--- src/rtl/mmio_bus_controller.sv ---
// mmio_bus_controller
// Address decoder and MMIO register block between the core's data port,
// the data RAM, a set of GPIO channels and a UART. Holds an RX byte FIFO,
// sticky RX error flags and a TX-send handshake that stalls the core while
// the transmitter is busy.
// Optional: define MMIO_IRQ_EN to build the IRQ_EN register and the
// registered interrupt output; otherwise irq is tied low and IRQ_EN reads 0.
module mmio_bus_controller #(
   parameter int                    DATA_WIDTH = 32,
   parameter int                    ADDR_WIDTH = 32,
   parameter logic [ADDR_WIDTH-1:0] RAM_BASE   = 32'h1001_0000,
   parameter logic [ADDR_WIDTH-1:0] MMIO_BASE  = 32'h1001_0024,
   parameter int                    GPIO_CH    = 2,
   parameter int                    RX_DEPTH   = 4
) (
   input  logic                          clk,
   input  logic                          rst_n,
   input  logic                          re,
   input  logic                          we,
   input  logic [ADDR_WIDTH-1:0]         A,
   input  logic [DATA_WIDTH-1:0]         WD,
   output logic [DATA_WIDTH-1:0]         RD,
   output logic                          stall,
   output logic                          bus_err,
   input  logic [DATA_WIDTH-1:0]         ReadRAM,
   output logic                          weRAM,
   output logic [ADDR_WIDTH-1:0]         AddrRAM,
   output logic [DATA_WIDTH-1:0]         DataRAM,
   output logic [GPIO_CH-1:0]            gpio_we,
   output logic [DATA_WIDTH-1:0]         gpio_wdata,
   input  logic [GPIO_CH*DATA_WIDTH-1:0] gpio_rdata,
   input  logic                          rx_valid,
   input  logic [7:0]                    rx_byte,
   input  logic                          parity_error,
   input  logic                          tx_busy,
   output logic [7:0]                    tx_data,
   output logic                          tx_start,
   output logic                          irq
);

   localparam int PTR_W = $clog2(RX_DEPTH);
   localparam int CNT_W = PTR_W + 1;

   // Register offsets relative to MMIO_BASE; the UART block follows the GPIO pairs.
   localparam logic [ADDR_WIDTH-1:0] OFF_RX_DATA = ADDR_WIDTH'(8 * GPIO_CH + 0);
   localparam logic [ADDR_WIDTH-1:0] OFF_TX_DATA = ADDR_WIDTH'(8 * GPIO_CH + 4);
   localparam logic [ADDR_WIDTH-1:0] OFF_STATUS  = ADDR_WIDTH'(8 * GPIO_CH + 8);
   localparam logic [ADDR_WIDTH-1:0] OFF_TX_SEND = ADDR_WIDTH'(8 * GPIO_CH + 12);
   localparam logic [ADDR_WIDTH-1:0] OFF_IRQ_EN  = ADDR_WIDTH'(8 * GPIO_CH + 16);

   typedef enum logic [1:0] {
      TX_IDLE = 2'd0,
      TX_WAIT = 2'd1,
      TX_SEND = 2'd2
   } tx_state_t;

   // ------------------------------------------------------------------
   // Address decode
   // ------------------------------------------------------------------
   logic [ADDR_WIDTH-1:0] mmio_off;
   logic                  above_mmio;
   logic                  ram_hit;
   logic [GPIO_CH-1:0]    gpio_wr_hit;
   logic [GPIO_CH-1:0]    gpio_rd_hit;
   logic                  rx_data_hit, tx_data_hit, status_hit, tx_send_hit, irq_en_hit;
   logic                  mapped;
   logic                  wr_ok;

   assign mmio_off    = A - MMIO_BASE;
   assign above_mmio  = (A >= MMIO_BASE);
   assign ram_hit     = (A >= RAM_BASE) && (A < MMIO_BASE);
   assign rx_data_hit = above_mmio && (mmio_off == OFF_RX_DATA);
   assign tx_data_hit = above_mmio && (mmio_off == OFF_TX_DATA);
   assign status_hit  = above_mmio && (mmio_off == OFF_STATUS);
   assign tx_send_hit = above_mmio && (mmio_off == OFF_TX_SEND);
   assign irq_en_hit  = above_mmio && (mmio_off == OFF_IRQ_EN);

   // Per-channel GPIO decode: write port at +8i, read port at +8i+4.
   always_comb begin
      // NOTE: every signal driven here gets a default first so no latch is inferred.
      gpio_wr_hit = '0;
      gpio_rd_hit = '0;
      for (int i = 0; i < GPIO_CH; i++) begin
         gpio_wr_hit[i] = above_mmio && (mmio_off == ADDR_WIDTH'(8 * i));
         gpio_rd_hit[i] = above_mmio && (mmio_off == ADDR_WIDTH'(8 * i + 4));
      end
   end

   assign mapped  = ram_hit | (|gpio_wr_hit) | (|gpio_rd_hit) | rx_data_hit |
                    tx_data_hit | status_hit | tx_send_hit | irq_en_hit;
   assign bus_err = (re | we) & ~mapped;

   // A write only takes effect while the core is not being held.
   assign wr_ok = we & ~stall;

   // RAM and GPIO pass-through
   assign weRAM      = ram_hit & wr_ok;
   assign AddrRAM    = A;
   assign DataRAM    = WD;
   assign gpio_we    = gpio_wr_hit & {GPIO_CH{wr_ok}};
   assign gpio_wdata = WD;

   // ------------------------------------------------------------------
   // RX FIFO
   // ------------------------------------------------------------------
   logic [7:0]       rx_mem [RX_DEPTH];
   logic [PTR_W-1:0] rx_wr_ptr, rx_rd_ptr;
   logic [CNT_W-1:0] rx_count, rx_count_next;
   logic             rx_empty, rx_full;
   logic             rx_pop, rx_push, rx_ovf_event;
   logic [7:0]       rx_head;

   assign rx_empty     = (rx_count == '0);
   assign rx_full      = (rx_count == CNT_W'(RX_DEPTH));
   assign rx_pop       = re & ~stall & rx_data_hit & ~rx_empty;
   // A full FIFO still accepts a byte when the head leaves in the same cycle.
   assign rx_push      = rx_valid & (~rx_full | rx_pop);
   assign rx_ovf_event = rx_valid & rx_full & ~rx_pop;
   assign rx_head      = rx_empty ? 8'h00 : rx_mem[rx_rd_ptr];

   // Occupancy after this cycle's push/pop.
   always_comb begin
      rx_count_next = rx_count;
      case ({rx_push, rx_pop})
         2'b10:   rx_count_next = rx_count + CNT_W'(1);
         2'b01:   rx_count_next = rx_count - CNT_W'(1);
         default: rx_count_next = rx_count;
      endcase
   end

   // FIFO storage write port.
   // NOTE: the byte array carries no reset; the pointers and count define which entries are valid.
   always_ff @(posedge clk) begin
      if (rx_push) rx_mem[rx_wr_ptr] <= rx_byte;
   end

   // FIFO pointers and occupancy; pointers wrap naturally at RX_DEPTH.
   always_ff @(posedge clk or negedge rst_n) begin
      // NOTE: sequential state uses non-blocking assignments so every register samples pre-edge values.
      if (!rst_n) begin
         rx_wr_ptr <= '0;
         rx_rd_ptr <= '0;
         rx_count  <= '0;
      end else begin
         if (rx_push) rx_wr_ptr <= rx_wr_ptr + PTR_W'(1);
         if (rx_pop)  rx_rd_ptr <= rx_rd_ptr + PTR_W'(1);
         rx_count <= rx_count_next;
      end
   end

   // ------------------------------------------------------------------
   // Sticky error flags and TX data register
   // ------------------------------------------------------------------
   logic       rx_overflow, parity_err;
   logic       rx_overflow_next, parity_err_next;
   logic [1:0] status_clr;

   // W1C on STATUS bits 3:2; a same-cycle event wins over the clear.
   assign status_clr       = (wr_ok & status_hit) ? WD[3:2] : 2'b00;
   assign rx_overflow_next = rx_ovf_event | (rx_overflow & ~status_clr[0]);
   assign parity_err_next  = parity_error | (parity_err & ~status_clr[1]);

   // Sticky flag and TX byte registers.
   always_ff @(posedge clk or negedge rst_n) begin
      if (!rst_n) begin
         rx_overflow <= 1'b0;
         parity_err  <= 1'b0;
         tx_data     <= 8'h00;
      end else begin
         rx_overflow <= rx_overflow_next;
         parity_err  <= parity_err_next;
         if (wr_ok && tx_data_hit) tx_data <= WD[7:0];
      end
   end

   // ------------------------------------------------------------------
   // Interrupt enable and interrupt request
   // ------------------------------------------------------------------
   logic irq_en;

`ifdef MMIO_IRQ_EN
   logic irq_en_next;

   assign irq_en_next = (wr_ok && irq_en_hit) ? WD[0] : irq_en;

   // irq follows the post-edge flag values so it rises/falls one cycle after its cause.
   always_ff @(posedge clk or negedge rst_n) begin
      if (!rst_n) begin
         irq_en <= 1'b0;
         irq    <= 1'b0;
      end else begin
         irq_en <= irq_en_next;
         irq    <= irq_en_next & ((rx_count_next != '0) | rx_overflow_next | parity_err_next);
      end
   end
`else
   assign irq_en = 1'b0;
   assign irq    = 1'b0;
`endif

   // ------------------------------------------------------------------
   // TX send handshake FSM
   // ------------------------------------------------------------------
   tx_state_t tx_state, tx_state_next;
   logic      send_req;

   assign send_req = we & tx_send_hit & (WD != '0);

   // State register.
   always_ff @(posedge clk or negedge rst_n) begin
      if (!rst_n) tx_state <= TX_IDLE;
      else        tx_state <= tx_state_next;
   end

   // Next-state logic; SEND ignores the still-present TX_SEND write.
   always_comb begin
      tx_state_next = tx_state;
      case (tx_state)
         TX_IDLE: if (send_req) tx_state_next = tx_busy ? TX_WAIT : TX_SEND;
         TX_WAIT: if (!tx_busy) tx_state_next = TX_SEND;
         TX_SEND: tx_state_next = TX_IDLE;
         default: tx_state_next = TX_IDLE;
      endcase
   end

   // Outputs; stall is forced low while reset is asserted so the core is released at once.
   always_comb begin
      stall    = 1'b0;
      tx_start = 1'b0;
      case (tx_state)
         TX_IDLE: stall    = send_req & tx_busy;
         TX_WAIT: stall    = 1'b1;
         TX_SEND: tx_start = 1'b1;
         default: stall    = 1'b0;
      endcase
      if (!rst_n) stall = 1'b0;
   end

   // ------------------------------------------------------------------
   // Read data mux
   // ------------------------------------------------------------------
   logic [7:0] status_byte;

   assign status_byte = {4'(rx_count), parity_err, rx_overflow, tx_busy, ~rx_empty};

   // Combinational read data; zero for no read, unmapped or write-only addresses.
   always_comb begin
      RD = '0;
      if (re) begin
         if (ram_hit) RD = ReadRAM;
         for (int i = 0; i < GPIO_CH; i++) begin
            if (gpio_rd_hit[i]) RD = gpio_rdata[i*DATA_WIDTH +: DATA_WIDTH];
         end
         if (rx_data_hit) RD = DATA_WIDTH'(rx_head);
         if (status_hit)  RD = DATA_WIDTH'(status_byte);
         if (tx_send_hit) RD = DATA_WIDTH'(tx_busy);
         if (irq_en_hit)  RD = DATA_WIDTH'(irq_en);
      end
   end

endmodule

--- config.mk ---
export PLATFORM = sky130hd
export DESIGN_NAME = mmio_bus_controller
export DESIGN_NICKNAME = d
export VERILOG_FILES = /design/src/rtl/mmio_bus_controller.sv
export SDC_FILE = /design/constraint.sdc
export NUM_CORES = 1
export LEC_CHECK = 0
export CAP_MARGIN = 20
export CORE_AREA = 2 2 125 127
export CTS_BUF_LIST = sky130_fd_sc_hd__clkbuf_4
export CTS_CLUSTER_DIAMETER = 60
export CTS_CLUSTER_SIZE = 16
export DETAILED_ROUTE_END_ITERATION = 8
export DIE_AREA = 0 0 127 129
export GPL_ROUTABILITY_DRIVEN = 0
export PLACE_DENSITY = 0.78
export SYNTH_ARGS = -nofsm -noshare
export SYNTH_HDL_FRONTEND = slang
export SYNTH_SLANG_ARGS = --single-unit
--- constraint.sdc ---
create_clock -name clk -period 12.4 [get_ports clk]
set_clock_uncertainty 0.1 [all_clocks]
set_input_delay 2.48 -clock clk [delete_from_list [all_inputs] [get_ports clk]]
set_output_delay 2.48 -clock clk [all_outputs]
set_load 0.05 [all_outputs]
* Word-level counts from Yosys, hierarchy flattened *
Memory sizes are Yosys's and may differ from the RTL's.
Cells that the tools add are included.

word-level totals
  word-level logic and storage cells = 104
  bits in registers = 19
  RAM bits = 32
  memories = 1
  output and inout port bits = 143
  memory bits (read-only) = 0
  bits in latches = 0
  input bits = 175

cells by class
  multiplexer cells = 20
  div/mod/pow operators = 0
  bitwise gates (word level) = 34
  shifts and indexed selects = 0
  $lt $le $gt $ge = 3
  multiply operators = 0
  add/sub/neg operators = 5
  reductions and logical operators = 19
  equal/unequal tests = 15

memory list
  name    words  width  read ports  clocked after memory_dff  wr ports  line  source
  rx_mem  4      8      1           0                         1         106   logic [7:0] rx_mem [RX_DEPTH];

operator list
  cell                                                                            count
  32-bit two-way mux                                                              8
  32-bit by 5-bit == test with 1-bit output, second input constant                4
  32-bit by 4-bit == test with 1-bit output, second input constant                2
  32-bit by 29-bit >= comparator with 1-bit output, second input constant         2
  32-bit by 3-bit == test with 1-bit output, second input constant                1
  32-bit by 6-bit == test with 1-bit output, second input constant                1
  32-bit logical NOT                                                              1
  32-bit by 29-bit less-than comparator with 1-bit output, second input constant  1
  32-bit nonzero test                                                             1
  32-bit by 29-bit subtractor with 32-bit output, second input constant           1
  1-bit AND                                                                       15
  1-bit logical AND                                                               11
  1-bit OR                                                                        11
  2-bit two-way mux                                                               4
  8-bit two-way mux                                                               1
  1-bit inverter                                                                  7
  3-bit one-hot mux with 2 select lines                                           1
  2-bit by 1-bit adder with 2-bit output, second input constant                   2
  2-bit by 1-bit == test with 1-bit output, second input constant                 2
  2-bit == test, second input constant                                            2
  1-bit two-way mux                                                               4
  2-bit inequality test, second input constant                                    2
  2-bit one-hot mux with 2 select lines                                           1
  2-bit OR reduction                                                              2
  other kinds (9)                                                                 9

* Logic depth before layout (Yosys ltp) *
  word-level depth = 16
  gate-level depth with buffers = 13
  mapped depth without buffers = 11

* Least setup slack after synthesis *
OpenSTA, ideal clock, no wires.

  path type = input to output
  from = input A[26]
  to = output gpio_we[1]
  data required time = 9.820 ns
  cell stages on the path = 6
  buffers on the path = 0
  path slack = 3.580 ns
  data arrival time = 6.240 ns
  cells stage by stage = or4_4 -> or2_0 -> or4_1 -> a2111o_1 -> or3_4 -> nor4_1

on the way
  longest elaborated chain between the ends = 11
  elaborated cells between the ends (all ways) = 14
  those cells by class = add/sub: 1; order compare: 1; eq/ne: 2; mux: 2; bitwise: 6; reduce/logical: 2

RTL lines
  element                                         line  source
  start: declaration                              20    input logic [ADDR_WIDTH-1:0] A,
  32-bit by 29-bit subtractor with 32-bit output  69    assign mmio_off = A - MMIO_BASE;
  32-bit by 5-bit == test with 1-bit output       75    assign tx_send_hit = above_mmio && (mmio_off == OFF_TX_SEND);
  1-bit logical AND                               75
  1-bit AND (2 in a row)                          207   assign send_req = we & tx_send_hit & (WD != '0);
  1-bit AND                                       231   TX_IDLE: stall = send_req & tx_busy;
  1-bit one-hot mux with 2 select lines           230   case (tx_state)
  1-bit two-way mux                               236   if (!rst_n) stall = 1'b0;
  1-bit inverter                                  94    assign wr_ok = we & ~stall;
  1-bit AND                                       94
  2-bit AND (*)                                   100   assign gpio_we = gpio_wr_hit & {GPIO_CH{wr_ok}};
  end: declaration                                29    output logic [GPIO_CH-1:0] gpio_we,

Mark *: on every way between the ends. The rest lies on a longest branch, timed or not.

* Worst setup path in the final report *
  from = input A[3]
  to = output RD[6]

on the way
  longest elaborated chain between the ends = 10
  elaborated cells between the ends (all ways) = 25
  those cells by class = add/sub: 1; order compare: 3; eq/ne: 6; mux: 8; reduce/logical: 7

RTL lines
  element                                                                                line     source
  32-bit by 29-bit subtractor with 32-bit output (tied with other cells)                 69
  32-bit by 3-bit == test with 1-bit output / 1-bit logical AND (equally long branches)  85, 71
  1-bit logical AND / 32-bit two-way mux (equally long branches)                         85, 250
  32-bit two-way mux (2 in a row)                                                        252      if (gpio_rd_hit[i]) RD = gpio_rdata[i*DATA_WIDTH +: DATA_WIDTH];
  32-bit two-way mux                                                                     254      if (rx_data_hit) RD = DATA_WIDTH'(rx_head);
  32-bit two-way mux                                                                     255      if (status_hit) RD = DATA_WIDTH'(status_byte);
  32-bit two-way mux                                                                     256      if (tx_send_hit) RD = DATA_WIDTH'(tx_busy);
  32-bit two-way mux (*)                                                                 257      if (irq_en_hit) RD = DATA_WIDTH'(irq_en);
  32-bit two-way mux (*)                                                                 249      if (re) begin
  end: declaration                                                                       22       output logic [DATA_WIDTH-1:0] RD,

Marked as above.

==> impl_metrics.ini <==
[power_and_ir_drop]
p_sw_uw = 205
power.leakage_nw = 2.51
seq_power_share_pct = 41.4
peakVddDrop_uv = 46.9
p_int_uw = 338
total_power_uw = 543
switching_share_pct = 37.7
combPwrFrac_pct = 45.1
pwr-share-clk_pct = 13.5
power-per-cell-area_mw_per_mm2 = 75.5

[global_route]
grt_overflow = 0
grt_pass1_vias = 4460
grt_pass1_wl_um = 27000
track_usage_pct = 21.4
grt_max_degree = 34
antenna_found_initial = 1

[final_layout]
nets = 864
layout_common_cells = 316 x clkdlybuf4s50_1, 47 x nor2_1, 32 x edfxtp_1, 31 x a222oi_1, 19 x dfrtp_1
area_delta_synth_final_pct = 58.3
final_common_cell = clkdlybuf4s50_1
antenna_cells = 0
drive_gt1_share_pct = 7.88
n_fill_cell = 1441

[detailed_routing]
wire_per_inst_um = 21.8
vias_per_cell = 5.48
drt_iter0_markers = 516
firstDrtPassIters = 6
finalWirelength_um = 19000
ant_nets = 0
drc = 0
num_vias = 4786

[timing]
period_minus_slack_ps = 9600
period_share_pct = 77.4
hold_viol = 0
fin_ws_ps = 2800
finalSetupTns_ps = 0
finalSetupViolCount = 0
max_freq_mhz = 104
worst_slew_pin_slew_ps = 1030
rsz0062_at_grt = false
max_slew_margin_pct = 31.2
whs_ps = 405
drv_slew = 0

[placed_design]
post-dp-hpwl_um = 15300
io_buffers = 316
preCtsSetupSlack_ps = 2860

[flow_run]
drv_cap = 0

[cts]
insertion_delay_ps = 370
cts_buffers = 5
post-cts-setup-buffers = 0
cts_tree = built
clock_path_buffers = 2
clockRootBuffer = clkbuf_4
ctsResizeCount = 0
clk_pin_slew_ps = 140
htree_levels = 2
clock_sinks = 51
postCtsHoldBufs = 0

[synth]
synthMuxAreaShare_pct = 7.80
synth-xor-area-share_pct = 1.16
synth_largest_area_cell = edfxtp_1
synth_cell_types = 65
synth_top_area_share_pct = 21.2
synth_top_family_by_area = simple AND/OR/NAND/NOR gates
ys_seq_area_share_pct = 31.6
synth-main-ff-cell = edfxtp_1
synth.net_count = 657
async_flop_share_pct = 37.3
synth-compound-area-share_pct = 17.5
synth_seq_cells = 51
syn-instance-count = 477
synth-edff-count = 32
yosys_warnings = 0
synth-simple-area-share_pct = 20.7
synth-adder-area-share_pct = 1.54
synth_area_leaders = edfxtp_1 21%, buf_4 16%, dfrtp_1 10%
synth_area_mm2 = 0.00454
syn_avg_cell_area_um2 = 9.52

[worst_setup_path]
crit_required_ps = 9820
crit_path_start_kind = input pin
crit_arrival_ps = 7020
critical_path_class = input pin to output port
worstSetupEndpointType = output port
path_max_fanout = 24

[status]
outcome = finished, final reports clean

[floorplan]
start_util_pct = 30.3
core_mm2 = 0.0150
rows = 45
die_w_um = 127
die_h_um = 129
die-area_mm2 = 0.0164
io_pins = 318

[min_path]
holdCritPathClass = register to register
cell usage after synthesis, types with 10 or more instances:
cell type   n
a222oi_1   31
buf_4      98
inv_1      10
nor3_1     12
and3_1     13
dfrtp_1    19
nand3_1    16
nand2_1    12
mux2_2     11
edfxtp_1   32
o21ai_0    11
clkbuf_1   13
nor4_1     15
nor2_1     48
cell families (layout without fill, tap and decap cells):
group / Yosys count / in the layout
simple gates: 165 / 165
buf+inv: 132 / 340
compound gates: 93 / 93
flops: 51 / 51
mux: 24 / 24
xor+xnor: 6 / 6
fa+ha+maj: 5 / 5
other cells: 1 / 1
flip-flops by register name, indices dropped and copies added (netlist names):
signal,cells
parity_err,1
rx_rd_ptr,2
rx_overflow,1
rx_count,3
rx_wr_ptr,2
tx_state,2
tx_data,8
rx_mem,32
layer usage:
| metal | vias up | track usage (%) | wire length, um |
|---|---|---|---|
| li1 | 2169 | - | - |
| met1 | 2311 | 28.3 | 7500 |
| met2 | 293 | 37.4 | 9500 |
| met3 | 11 | 4.12 | 1920 |
| met4 | 2 | 2.91 | 77 |
| met5 | - | 0 | 13 |
through the flow:
step	cells	area [um^2]	util, %
after floorplan	477	4540	-
after global placement	864	7130	47.6
after detailed placement	864	7130	47.6
after CTS	872	7180	48.0
after global routing	873	7190	48.0
final	873	7190	48.0
layout make-up:
class,count,area (um^2),share of cell area [%]
clock inverters,3,18.8,0.261
multi-input cells,294,2220,30.9
clock buffers,5,37.5,0.522
well taps,188,235,3.27
flip-flops and latches,51,1440,20.0
inverters,10,37.5,0.522
repair buffers,322,3210,44.6
power groups by stage:
stage          logic, mW  clock network [mW]  registers (mW)
4_1_cts            0.246              0.0760           0.225
6_report           0.245              0.0734           0.225
3_3_place_gp       0.242                   0           0.228
2_1_floorplan      0.152                   0           0.222
3_5_place_dp       0.245                   0           0.229
5_1_grt            0.260              0.0821           0.228
critical path: stages:
cell and delay [ps]:
clkdlybuf4s50_1 680, o31ai_1 630, nand4_1 300, or3_1 430, and3_1 300, nor3_4 890
a222oi_1 200, a211oi_2 260, clkdlybuf4s50_1 830
worst paths after layout:
path | startpoint | end | slack (ps) | cells after the start
worst max-delay path | A[3] | RD[6] | 2800 | 9
worst min-delay path | parity_err$_DFF_PN0_ | parity_err$_DFF_PN0_ | 410 | 1
worst max register to register | tx_state[1]$_DFFE_PN0P_ | rx_count[2]$_DFFE_PN0P_ | 9100 | 10
worst min register to register | parity_err$_DFF_PN0_ | parity_err$_DFF_PN0_ | 410 | 1
max in group asynchronous | rst_n | tx_state[0]$_DFFE_PN0P_ | 9610 | 2
min in group asynchronous | rst_n | rx_rd_ptr[1]$_DFFE_PN0N_ | 2340 | 2
Power figures use the tool's default switching activity.
